### src/rtl/lc3_mem_pkg.sv
// Shared types and constants for the LC-3 memory access path.
package lc3_mem_pkg;

   localparam int DATA_W_DEF = 16;

   localparam logic ACC_READ  = 1'b0;
   localparam logic ACC_WRITE = 1'b1;

   typedef enum logic [1:0] {
      ST_IDLE   = 2'd0,
      ST_ACCESS = 2'd1,
      ST_DONE   = 2'd2
   } state_e;

endpackage

### src/rtl/lc3_addr_adder.sv
// Effective-address adder; carry out is dropped so addresses wrap.
module lc3_addr_adder #(
   parameter int W = 16
) (
   input  logic [W-1:0] a,
   input  logic [W-1:0] b,
   output logic [W-1:0] sum
);

   assign sum = a + b;

endmodule

### src/rtl/lc3_mem_access_unit.sv
// Forms ADDR1+ADDR2 into MAR and runs one bounded SRAM access.
module lc3_mem_access_unit
   import lc3_mem_pkg::*;
#(
   parameter int DATA_W  = DATA_W_DEF,
   parameter int TIMEOUT = 8
) (
   input  logic              Clk,
   input  logic              Reset_n,
   input  logic              start,
   input  logic              rw,
   input  logic [DATA_W-1:0] addr1_in,
   input  logic [DATA_W-1:0] addr2_in,
   input  logic [DATA_W-1:0] wdata,
   input  logic              mem_rdy,
   input  logic [DATA_W-1:0] mem_rdata,
   output logic              mem_ce,
   output logic              mem_we,
   output logic [DATA_W-1:0] mem_addr,
   output logic [DATA_W-1:0] mem_wdata,
   output logic [DATA_W-1:0] MAR,
   output logic [DATA_W-1:0] MDR,
   output logic              busy,
   output logic              done,
   output logic              err
);

   localparam int CNT_W = 8;
   localparam logic [CNT_W-1:0] CNT_LAST = CNT_W'(TIMEOUT - 1);

   state_e            state_q;
   state_e            state_d;
   logic [CNT_W-1:0]  cnt_q;
   logic              rw_q;
   logic [DATA_W-1:0] ea;
   logic              timeout_hit;

   lc3_addr_adder #(.W(DATA_W)) u_adder (
      .a   (addr1_in),
      .b   (addr2_in),
      .sum (ea)
   );

   assign timeout_hit = (cnt_q == CNT_LAST) && !mem_rdy;

   always_comb begin
      state_d = state_q;
      unique case (state_q)
         ST_IDLE:   if (start) state_d = ST_ACCESS;
         ST_ACCESS: if (mem_rdy || timeout_hit) state_d = ST_DONE;
         ST_DONE:   state_d = ST_IDLE;
         default:   state_d = ST_IDLE;
      endcase
   end

   always_ff @(posedge Clk or negedge Reset_n) begin
      if (!Reset_n) state_q <= ST_IDLE;
      else          state_q <= state_d;
   end

   always_ff @(posedge Clk or negedge Reset_n) begin
      if (!Reset_n) begin
         MAR   <= '0;
         MDR   <= '0;
         cnt_q <= '0;
         err   <= 1'b0;
         rw_q  <= ACC_READ;
      end else begin
         unique case (state_q)
            ST_IDLE: begin
               if (start) begin
                  MAR   <= ea;
                  rw_q  <= rw;
                  err   <= 1'b0;
                  cnt_q <= '0;
                  if (rw == ACC_WRITE) MDR <= wdata;
               end
            end
            ST_ACCESS: begin
               // a late mem_rdy still beats the timeout on the same edge
               if (mem_rdy) begin
                  if (rw_q == ACC_READ) MDR <= mem_rdata;
               end else begin
                  cnt_q <= cnt_q + 1'b1;
                  if (timeout_hit) err <= 1'b1;
               end
            end
            default: ;
         endcase
      end
   end

   assign busy      = (state_q != ST_IDLE);
   assign done      = (state_q == ST_DONE);
   assign mem_ce    = (state_q == ST_ACCESS);
   assign mem_we    = mem_ce && (rw_q == ACC_WRITE);
   assign mem_addr  = MAR;
   assign mem_wdata = MDR;

endmodule
### config.mk
export PLATFORM = sky130hd
export DESIGN_NAME = lc3_mem_access_unit
export DESIGN_NICKNAME = d
export VERILOG_FILES = /design/src/rtl/lc3_mem_pkg.sv /design/src/rtl/lc3_addr_adder.sv /design/src/rtl/lc3_mem_access_unit.sv
export SDC_FILE = /design/constraint.sdc
export NUM_CORES = 1
export LEC_CHECK = 0
export ABC_AREA = 1
export CAP_MARGIN = 20
export CORE_AREA = 5 5 93 95
export DETAILED_ROUTE_END_ITERATION = 10
export DIE_AREA = 0 0 98 100
export MAX_ROUTING_LAYER = met4
export PLACE_DENSITY = 0.86
export SYNTH_ARGS = -nofsm -noshare
export SYNTH_HDL_FRONTEND = slang
export SYNTH_SLANG_ARGS = --single-unit
### constraint.sdc
create_clock -name Clk -period 1.6 [get_ports Clk]
set_input_delay 0.48 -clock Clk [delete_from_list [all_inputs] [get_ports Clk]]
set_output_delay 0.48 -clock Clk [all_outputs]
set_load 0.01 [all_outputs]
## Word-level counts from Yosys, hierarchy flattened

Cells that the tools add are included.

- Flip-flop bits (word level): 44
- Input bits: 69
- Word-level logic and storage cells: 45

- Add/subtract/negate cells: 2
- Equality and inequality tests: 10
- Mux-type cells: 15
- Reduce and logical (&&, ||, !) cells: 12

Operators with widths:

| kind | count |
|---|---|
| two-way mux 16 bit | 4 |
| one-hot mux 16 bit (2 select lines) | 1 |
| adder 16 bit | 1 |
| two-way mux 8 bit | 2 |
| one-hot mux 8 bit (2 select lines) | 1 |
| inequality test 2 bit (second input constant) | 5 |
| adder 8 x 1 -> 8 bit (second input constant) | 1 |
| equality test 8 x 3 -> 1 bit (second input constant) | 1 |
| AND reduction 5 bit | 1 |
| two-way mux 2 bit | 2 |
| inequality test 2 x 1 -> 1 bit (second input constant) | 2 |
| one-hot mux 2 bit (2 select lines) | 1 |
| AND reduction 2 bit | 2 |
| AND reduction 4 bit | 1 |
| nonzero test 2 bit | 2 |
| two-way mux 1 bit | 3 |
| AND reduction 3 bit | 1 |
| equality test 2 x 1 -> 1 bit (second input constant) | 1 |
| equality test 2 bit (second input constant) | 1 |
| logical AND 1 bit | 2 |
| logical NOT 2 bit | 1 |
| one-hot mux 1 bit (2 select lines) | 1 |
| logical NOT 1 bit | 1 |
| logical OR 1 bit | 1 |

## Depth between registers and ports, before layout

Gate-level depths: netlist (run 1).

- Depth after elaboration: 5
- Mapped depth: 11
- Depth with buffers taken out: 11

## By module

A second synthesis (run 1) with hierarchy kept.

- Cell total of the unflattened synthesis: 488
- Area total of the unflattened synthesis: 3291.9 sq um

By module, submodules not included:

| module | instances | cells an instance | area an instance (sq um) | seq. area each (sq um) |
|---|---|---|---|---|
| lc3_mem_access_unit | 1 | 312 | 2361.0 | 1101.1 |
| lc3_addr_adder | 1 | 176 | 930.9 | 0.0 |

## Least setup slack after synthesis (run 1)

No wires, ideal clock.

- Path type: input -> register
- Start: input addr1_in[0]
- End: register MAR[6]
- Library setup time: 0.117 ns
- Arrival time: 1.705 ns
- Required time: 1.483 ns
- Path slack: -0.222 ns
- Cell stages on the path: 9
- Cells stage by stage: ha_1 fa_1 nand2_1 nand2_1 nand3_1 nand2_1 or2_2 nand3_1 nand2_1

- Word-level cells in the longest chain between the ends: 1

Ends and longest elaborated chain:

| item | line | text |
|---|---|---|
| start: declaration | lc3_mem_access_unit.sv:12 | `input logic [DATA_W-1:0] addr1_in,` |
| adder 16 bit | lc3_addr_adder.sv:10 | `assign sum = a + b;` |
| end signal: assignment | lc3_mem_access_unit.sv:63 | `MAR <= '0;` |
| end signal: assignment | lc3_mem_access_unit.sv:72 | `MAR <= ea;` |
| end: declaration | lc3_mem_access_unit.sv:21 | `output logic [DATA_W-1:0] MAR,` |

Every way passes these cells.
A chain may end at the register's enable or synchronous reset.

## Worst setup path in the final report (run 1)

- Start: register state_q[1]
- End: output mem_ce

- Word-level cells in the longest chain between the ends: 1

Ends and longest elaborated chain:

| item | line | text |
|---|---|---|
| start: declaration | lc3_mem_access_unit.sv:31 | `state_e state_q;` |
| start signal: assignment | lc3_mem_access_unit.sv:58 | `else state_q <= state_d;` |
| equality test 2 x 1 -> 1 bit | lc3_mem_access_unit.sv:95 | `assign mem_ce = (state_q == ST_ACCESS);` |
| end: declaration | lc3_mem_access_unit.sv:17 | `output logic mem_ce,` |

Every way passes these cells.

==> impl_metrics.csv, run 1 <==
group,metric,value,unit
status,status,"finished, violations left",
status,violations,"negative setup slack",
clock_tree,clock_path_buffers,2,
timing,slew_viol_final,0,
final_layout,antenna_cells,0,
detailed_routing,wl_per_cell,15.2,um
detailed_routing,num_vias,3436,
grt,grt_max_degree,33,
final_layout,area_growth,63.2,%
yosys,synthArstFlopShare,100,%
worst_setup_path,cp.required,1.12,ns
clock_tree,clockRootBuffer,"clkbuf_8",
timing,setup_viol,3,
timing,max_freq,0.601,GHz
floorplan,core,7650,sq um
floorplan,design.die.area,9800,sq um
yosys,ys_seq_area_share,34.3,%
grt,grt.met1_usage,21.7,%
placement,dp_slack,-0.640,ns
placement,place_congestion,0.885,
detailed_routing,firstDrtPassIters,5,
yosys,synth_xor_xnor_area_share,1.37,%
timing,worstMarginPinSlew,0.458,ns
grt,grt_pass1_wl,15800,um
yosys,yosys.area_share.simple,32.4,%
final_layout,final_cell_mix,"nand2_1 (122), dlygate4sd2_1 (72), dfrtp_1 (43), inv_1 (40), buf_4 (40)",
timing,hold_viol,0,
detailed_routing,ant_nets,0,
placement,dp_hpwl,7260,um
yosys,synth_edf_count,0,
timing,fin_crit_sh,104,%
yosys,syn_nets,524,
floorplan,die_x,98,um
worst_setup_path,reg2reg_slack,-0.01,ns
floorplan,rows,32,
yosys,ys.flop_type,"dfrtp_1",
yosys,netlist_area,3210,sq um
grt,grt_pass1_vias,3411,
timing,min_period,1.66,ns
placement,port_buffers,137,
clock_tree,cts_buffers,5,
worst_setup_path,endpoint_kind,"primary output",
yosys,synth_top_family_by_area,"simple AND/OR/NAND/NOR gates",
detailed_routing,dr.first_iter.drc_count,119,
clock_tree,cts_tree,"yes",
floorplan,initial_core_util,42.0,%
grt,use_met2,36.5,%
detailed_routing,via_per_inst,4.94,
detailed_routing,drc,0,
pwr,cellPowerDensity,1420,nW/um^2
yosys,synth_cell_types,29,
clock_tree,cts.sinks,44,
clock_tree,htreeDepth,2,
final_layout,utilization,68.5,%
yosys,synthMuxAreaShare,0,%
final_layout,nets,679,
grt,gr-max-usage-layer,"met2",
worst_setup_path,cp_max_fo,4,
grt,grt_usage,19.9,%
final_layout,final_common_cell,"nand2_1",
worst_setup_path,crit_arrival,1.18,ns
floorplan,io_pins,138,
yosys,avgSynthCellArea,7.32,sq um
timing,hold-worst-slack,0.506,ns
grt,antenna_found_initial,0,
floorplan,dieHeight,100,um
timing,fin_ws,-0.0636,ns
pwr,ir_drop,0.000631,V
run,drv_cap,0,
yosys,synth_cells,438,
pwr,power,7450,uW
pwr,leakagePower,0.00260,uW
grt,met3_usage,3.82,%
timing,skew,0.00920,ns
worst_setup_path,criticalPathCategory,"flop to primary output",
yosys,ys_warn_count,0,
yosys,synth_fa_ha_area_share,6.86,%
min_path,hold_path.class,"flop to flop",
detailed_routing,wirelength,10600,um
yosys,synth-compound-area-share,9.32,%
yosys,ys_ff_latch,44,
grt,grt_remaining_overflow,0,
clock_tree,worst_skew_pair.late_latency,0.30,ns
final_layout,drive_gt1_share,28.6,%
timing,rsz0062_at_grt,"true",
timing,relSlewSlack,69.2,%
worst_setup_path,start_kind,"flop",
clock_tree,cts.clk_slew.worst_paths,0.09,ns
==> state kept, by name, summed over array words and instances (netlist names) <==
name and count:
MAR 16, state_q 2, rw_q 1, MDR 16
cnt_q 8, err 1
==> power breakdown <==
group | switching [uW] | total, uW | internal [uW] | leakage, uW
logic | 2300 | 4750 | 2440 | 0.00203
registers | 392 | 1970 | 1580 | 0.000530
clock network | 377 | 728 | 351 | 0.0000445
total | 3070 | 7450 | 4370 | 0.00260
==> logic make-up (layout without fill, tap and decap cells) <==
kind of cell	Yosys count	in the layout
simple gates	231	231
fa+ha+maj	17	17
buf+inv	90	246
xor+xnor	5	5
compound gates	51	51
flops	44	44
==> worst paths after layout <==
| kind | endpoint | cells after the start | startpoint |
|---|---|---|---|
| min in group asynchronous | MDR[9] | 2 | Reset_n |
| worst max-delay path | mem_ce | 5 | state_q[1] |
| worst min-delay path | MAR[11] | 2 | MAR[11] |
| worst max register to register | MDR[5] | 8 | state_q[0] |
| worst min register to register | MAR[11] | 2 | MAR[11] |
| max in group asynchronous | MDR[2] | 3 | Reset_n |
==> layer usage <==
metal / up-vias / share of wire (%)
met5: - / 0
met4: 0 / 2.0
met3: 19 / 7.2
met2: 162 / 53
met1: 1602 / 38
li1: 1653 / -
==> worst max-delay path, stage by stage (launching register included) <==
cell,delay [ns]
dfrtp_1,0.41
inv_2,0.09
nand2_4,0.08
buf_4,0.14
inv_2,0.04
buf_2,0.13
==> layout make-up <==
type,instances,area (sq um)
fill,592,2410
multi-input combinational,304,1970
timing repair buffer,189,1750
sequential,44,1100
inverter,49,186
tap,102,128
clock buffer,7,86.3
clock inverter,1,7.51
==> stage by stage <==
| stage | instance area [sq um] | instances | TNS (ns) |
|---|---|---|---|
| after detailed placement | 4700 | 666 | -13.07 |
| after CTS | 4940 | 681 | -0.0489 |
| after floorplan | 3270 | 438 | -0.166 |
| after global routing | 5240 | 696 | -1.45 |
| after global placement | 4700 | 666 | -11.78 |
| final | 5240 | 696 | -0.0744 |
==> repair_timing <==
action	4_1_cts	5_1_grt
pin swaps	22	39
resized for setup	152	73
endpoints found under the setup margin	100	39
cloned	0	3
hold buffers	1	0
setup buffers	6	13
endpoints found under the hold margin	4	0
==> Yosys cell counts (5+ instances only) <==
| master | number | share of area, % |
|---|---|---|
| nand2_1 | 147 | 17 |
| inv_1 | 45 | 5.3 |
| or2_2 | 22 | 4.3 |
| buf_2 | 5 | 0.78 |
| dfrtp_1 | 44 | 34 |
| ha_1 | 16 | 6.2 |
| o21a_1 | 16 | 3.7 |
| nand3_1 | 20 | 3.1 |
| o21ai_0 | 22 | 3.4 |
| a21oi_1 | 8 | 1.2 |
| nor2_1 | 21 | 2.5 |
| buf_4 | 32 | 7.5 |
(Power assumes the default switching activity.)
==> inputs of run 2 (changes only) <==
Settings changed: GPL_ROUTABILITY_DRIVEN from default to 1.
==> results of run 2 <==
Same layout as run 1: the final DEF is identical, and so are final timing and power.
==> edit 1 (settings of run 2) <==
Change the package constant `DATA_W_DEF` from 16 to 14.
--- a/src/rtl/lc3_mem_pkg.sv
+++ b/src/rtl/lc3_mem_pkg.sv
@@ -1,7 +1,7 @@
 // Shared types and constants for the LC-3 memory access path.
 package lc3_mem_pkg;
 
-   localparam int DATA_W_DEF = 16;
+   localparam int DATA_W_DEF = 14;
 
    localparam logic ACC_READ  = 1'b0;
    localparam logic ACC_WRITE = 1'b1;
Interface: changed (8 resized); port bits go from 138 to 122. No check against the original RTL was run, so the function may have changed too.
==> edit 1 against run 2 <==
- total power fell by 15%
- routed wire length fell by 20%
- sequential cell count fell by 4
- synthesized cell count fell by 11%
- final area fell by 12%
- count of clock-buffer cells in the layout fell by 2
- setup slack improved by 0.071 ns
- sequential power fell by 12%
- synthesized area fell by 11%
- critical path type is now reg -> reg
- largest cell class unchanged
==> edit 1: results (changes against run 2) <==
- Largest net degree at the start of global routing: 41 (was 33)
- Share of final-layout standard cells stronger than drive strength 1: 25.0% (was 28.6%)
- Number of vias per cell after detailed routing: 4.77 (was 4.94)
- H-Tree Depth: 2 (unchanged)
- Post-placement cell count: 612 (was 666)
- Sequential share of the synthesized area: 35.1% (was 34.3%)
- Minimum setup slack among reg-to-reg paths: 0.007 ns (was -0.01 ns)
- Met1 Routed Length: 3.35 mm (was 3.99 mm)
- Syn Nets: 468 (was 524)
- # port buffers: 121 (was 137)
- Final weighted congestion in routability-driven placement: 0.883 (was 0.885)
- Top Registers: MAR x14, MDR x14, cnt_q x8 (was MAR x16, MDR x16, cnt_q x8)
- Synth top cells by count: nand2_1, inv_1, dfrtp_1 (unchanged)
- Length in cells of the worst reg-to-reg path: 10 (was 8)
- DP Wirelength: 6.34 mm (was 7.26 mm)
- Number of standard cells after synthesis: 392 (was 438)
- Routed WL: 8.44 mm (was 10.6 mm)
- Global-route track usage on met2: 31.4% (was 36.5%)
- Result of the run: finished, final reports clean (was complete, but fails checks)
- Count of vias placed by the detailed router: 3008 (was 3436)
- Post-placement worst setup slack: -0.651 ns (was -0.640 ns)
- Main area contributors after synthesis: dfrtp_1, nand2_1, buf_4 (unchanged)
- Fill cell total of the finished layout: 652 (was 592)
- Synth Warn #: 0 (unchanged)
- Global routing usage on met1: 17.3% (was 21.7%)
- Reg-to-Reg Start: state_q[1] (was state_q[0])
- Path type of the worst min-delay path: in -> async (was reg -> reg)
- Peak ir drop on the vdd network: 0.499 mV (was 0.631 mV)
- Crit Reg-Reg Endpoint: MDR[10] (was MDR[5])
- Placement Cell Area: 4210 µm² (was 4700 µm²)
- Initial drt markers: 106 (was 119)
- Static leakage: 2.28 nW (was 2.60 nW)
- Worst Hold Margin: 0.143 ns (was 0.506 ns)
- Drt pass-1 iters: 4 (was 5)
- Relative slew slack: 68.7% (was 69.2%)
- Total routing resource utilization after global routing: 16.8% (was 19.9%)
- WL met3: 654 µm (was 760 µm)
- Global-route wire length before repair: 13.3 mm (was 15.8 mm)
- Capture point of the critical path: MDR[10] (was mem_ce)
- Highest net fanout along the worst path: 7 (was 4)
- Met3 Usage GRT: 4.17% (was 3.82%)
- Category of cells accounting for the largest share of critical-path delay: buffers and inverters (was flip-flops)
- Design Area, Final: 4620 µm² (was 5240 µm²)
- Data arrival time of the critical path: 1.77 ns (was 1.18 ns)
- Met2 routed WL: 4.26 mm (was 5.59 mm)
- Number of nets in the layout: 604 (was 679)
- Clock Skew: 0.0118 ns (was 0.00920 ns)
## edit 1: timing repair
item | in CTS | in global routing
hold endpoints to repair | 0 | 0
pin swaps | 21 | 16
endpoints found under the setup margin | 91 | 36
setup buffers | 6 | 5
gates cloned | 0 | 2
resized for setup | 143 | 39
## edit 1: logic make-up (layout without fill, tap and decap cells)
family	count (synthesis)	in the layout	share of synthesized area [%]
buf+inv	85	221	16.0
simple gates	192	193	29.2
flops	40	40	35.1
xor+xnor	7	7	2.15
fa+ha+maj	15	15	6.85
compound gates	53	53	10.7
## edit 1: final cells by class
cell class                      instances  area share, %
Tap cell                              102           2.76
Multi-Input combinational cell        268           37.5
Inverter                               50           4.23
Timing Repair Buffer                  163           31.9
Sequential cell                        40           21.7
Clock buffer                            5           1.49
Clock inverter                          3          0.407
## edit 1: power breakdown
group / total (mW) / leakage, nW / internal (mW) / switching, mW
Combinational: 3.97 / 1.74 / 2.00 / 1.97
Clock: 0.654 / 0.0479 / 0.304 / 0.350
Sequential: 1.74 / 0.486 / 1.42 / 0.320
==> edit 2 (config.mk and constraints of run 2) <==
Without the edit above. The 3 states of `state_e` get a one-hot encoding in 3 bits.
--- a/src/rtl/lc3_mem_pkg.sv
+++ b/src/rtl/lc3_mem_pkg.sv
@@ -6,10 +6,10 @@
    localparam logic ACC_READ  = 1'b0;
    localparam logic ACC_WRITE = 1'b1;
 
-   typedef enum logic [1:0] {
-      ST_IDLE   = 2'd0,
-      ST_ACCESS = 2'd1,
-      ST_DONE   = 2'd2
+   typedef enum logic [2:0] {
+      ST_IDLE   = 3'b001,
+      ST_ACCESS = 3'b010,
+      ST_DONE   = 3'b100
    } state_e;
 
 endpackage
Behaviour: no difference found for any inputs over 10 cycles, from zero or initial values and one cycle with Reset_n low; not proved beyond that.
==> edit 2 against run 2 <==
- the run still ends with negative setup slack left
- synthesized cell count grew 8.0%
- setup slack got worse by 0.059 ns
- routed wire length up 9.1%
- total power grew 25%
- count of clock-buffer cells in the layout shrank 2
- final area up 7.9%
- sequential cell count increased by 1
- clock skew decreased by 0.0026 ns
- cell count rose by 5.0%
- via count grew 8.3%
- synthesized area rose by 1.9%
- critical path type is now reg -> reg
- highest routed layer unchanged
==> edit 2: results (changes against run 2) <==
- Result of the run: complete, but fails checks (unchanged)
- Violated checks: negative setup slack (unchanged)
- Peak ir drop on the vdd network: 0.832 mV (was 0.631 mV)
- Post-DR wirelength/cell: 15.7 µm (was 15.2 µm)
- Mean area per synthesized cell: 6.91 µm² (was 7.32 µm²)
- Setup TNS after final layout: -1.91 ns (was -0.0744 ns)
- Synth top cells by count: nand2_1, inv_1, dfrtp_1 (unchanged)
- Share of final-layout standard cells stronger than drive strength 1: 32.3% (was 28.6%)
- Placement Cell Area: 4800 µm² (was 4700 µm²)
- Static leakage: 2.95 nW (was 2.60 nW)
- Syn Nets: 559 (was 524)
- Final setup violating endpoints: 35 (was 3)
- Main area contributors after synthesis: dfrtp_1, nand2_1, buf_4 (unchanged)
- Worst Hold Margin: 0.132 ns (was 0.506 ns)
- Sequential share of the synthesized area: 34.5% (was 34.3%)
- Relative slew slack: 67.0% (was 69.2%)
- Final weighted congestion in routability-driven placement: 0.889 (was 0.885)
- Clock Skew: 0.00658 ns (was 0.00920 ns)
- Non-Filler Instances: 731 (was 696)
- DP Wirelength: 7.48 mm (was 7.26 mm)
- Number of nets in the layout: 714 (was 679)
- Global-route wire length before repair: 16.8 mm (was 15.8 mm)
- Post-placement cell count: 701 (was 666)
- Largest net degree at the start of global routing: 22 (was 33)
- Longest individual stage delay on the worst path: 0.58 ns (was 0.41 ns)
- Worst path setup slack after routing: -0.123 ns (was -0.0636 ns)
- Number of global-route vias before repair: 3560 (was 3411)
- Total routing resource utilization after global routing: 21.6% (was 19.9%)
- Internal power component: 5.35 mW (was 4.37 mW)
==> edit 2: how the worst max path moves through the flow <==
stage	startpoint	end	slack [ns]
3_3_place_gp	addr1_in[0]	MAR[8]	-0.62
4_1_cts	state_q[1]	done	-0.16
5_1_grt	state_q[0]	MDR[4]	-0.19
2_1_floorplan	addr1_in[0]	MAR[8]	-0.09
6_report	state_q[0]	MDR[5]	-0.12
3_5_place_dp	addr2_in[0]	MAR[8]	-0.66
==> edit 2: cell type report <==
cell class	instances	area [µm²]
multi-input combinational	323	2190
fill	534	2000
timing repair buffer	190	1820
sequential	45	1130
inverter	63	246
tap	102	128
clock buffer	5	68.8
clock inverter	3	65.1
==> edit 2: cells by family after synthesis <==
logic type | share of synthesized area (%)
and+or+nand+nor | 33.6
adders and majority gates | 6.74
xor gates and xnor gates | 1.88
buffers and inverters | 16.6
DFF | 34.5
AOI/OAI and AO/OA | 6.74
==> edit 2: power by group through the flow <==
| stage | clock network [mW] | logic, mW | registers (mW) |
|---|---|---|---|
| after floorplan | 0 | 2.56 | 2.16 |
| after global placement | 0 | 4.64 | 2.03 |
| after detailed placement | 0 | 4.76 | 2.05 |
| after CTS | 1.04 | 5.29 | 2.01 |
| after global routing | 1.09 | 6.60 | 2.15 |
| final | 1.02 | 6.19 | 2.08 |
==> edit 2: routing by layer <==
metal | vias to the layer above | global-route usage (%) | share of wire (%)
met5 | - | - | 0
met2 | 190 | 39.3 | 53
met1 | 1750 | 22.9 | 37
li1 | 1741 | - | -
met4 | 0 | 9.05 | 3.2
met3 | 41 | 4.24 | 7.7
==> edit 2: timing repair <==
action / in CTS / in global routing
buffers inserted: 8 / 10
gates resized for setup: 164 / 134
cloned: 3 / 3
setup endpoints to repair: 100 / 40
pin swaps: 14 / 32
hold endpoints to repair: 0 / 0
hold buffers: 0 / 0
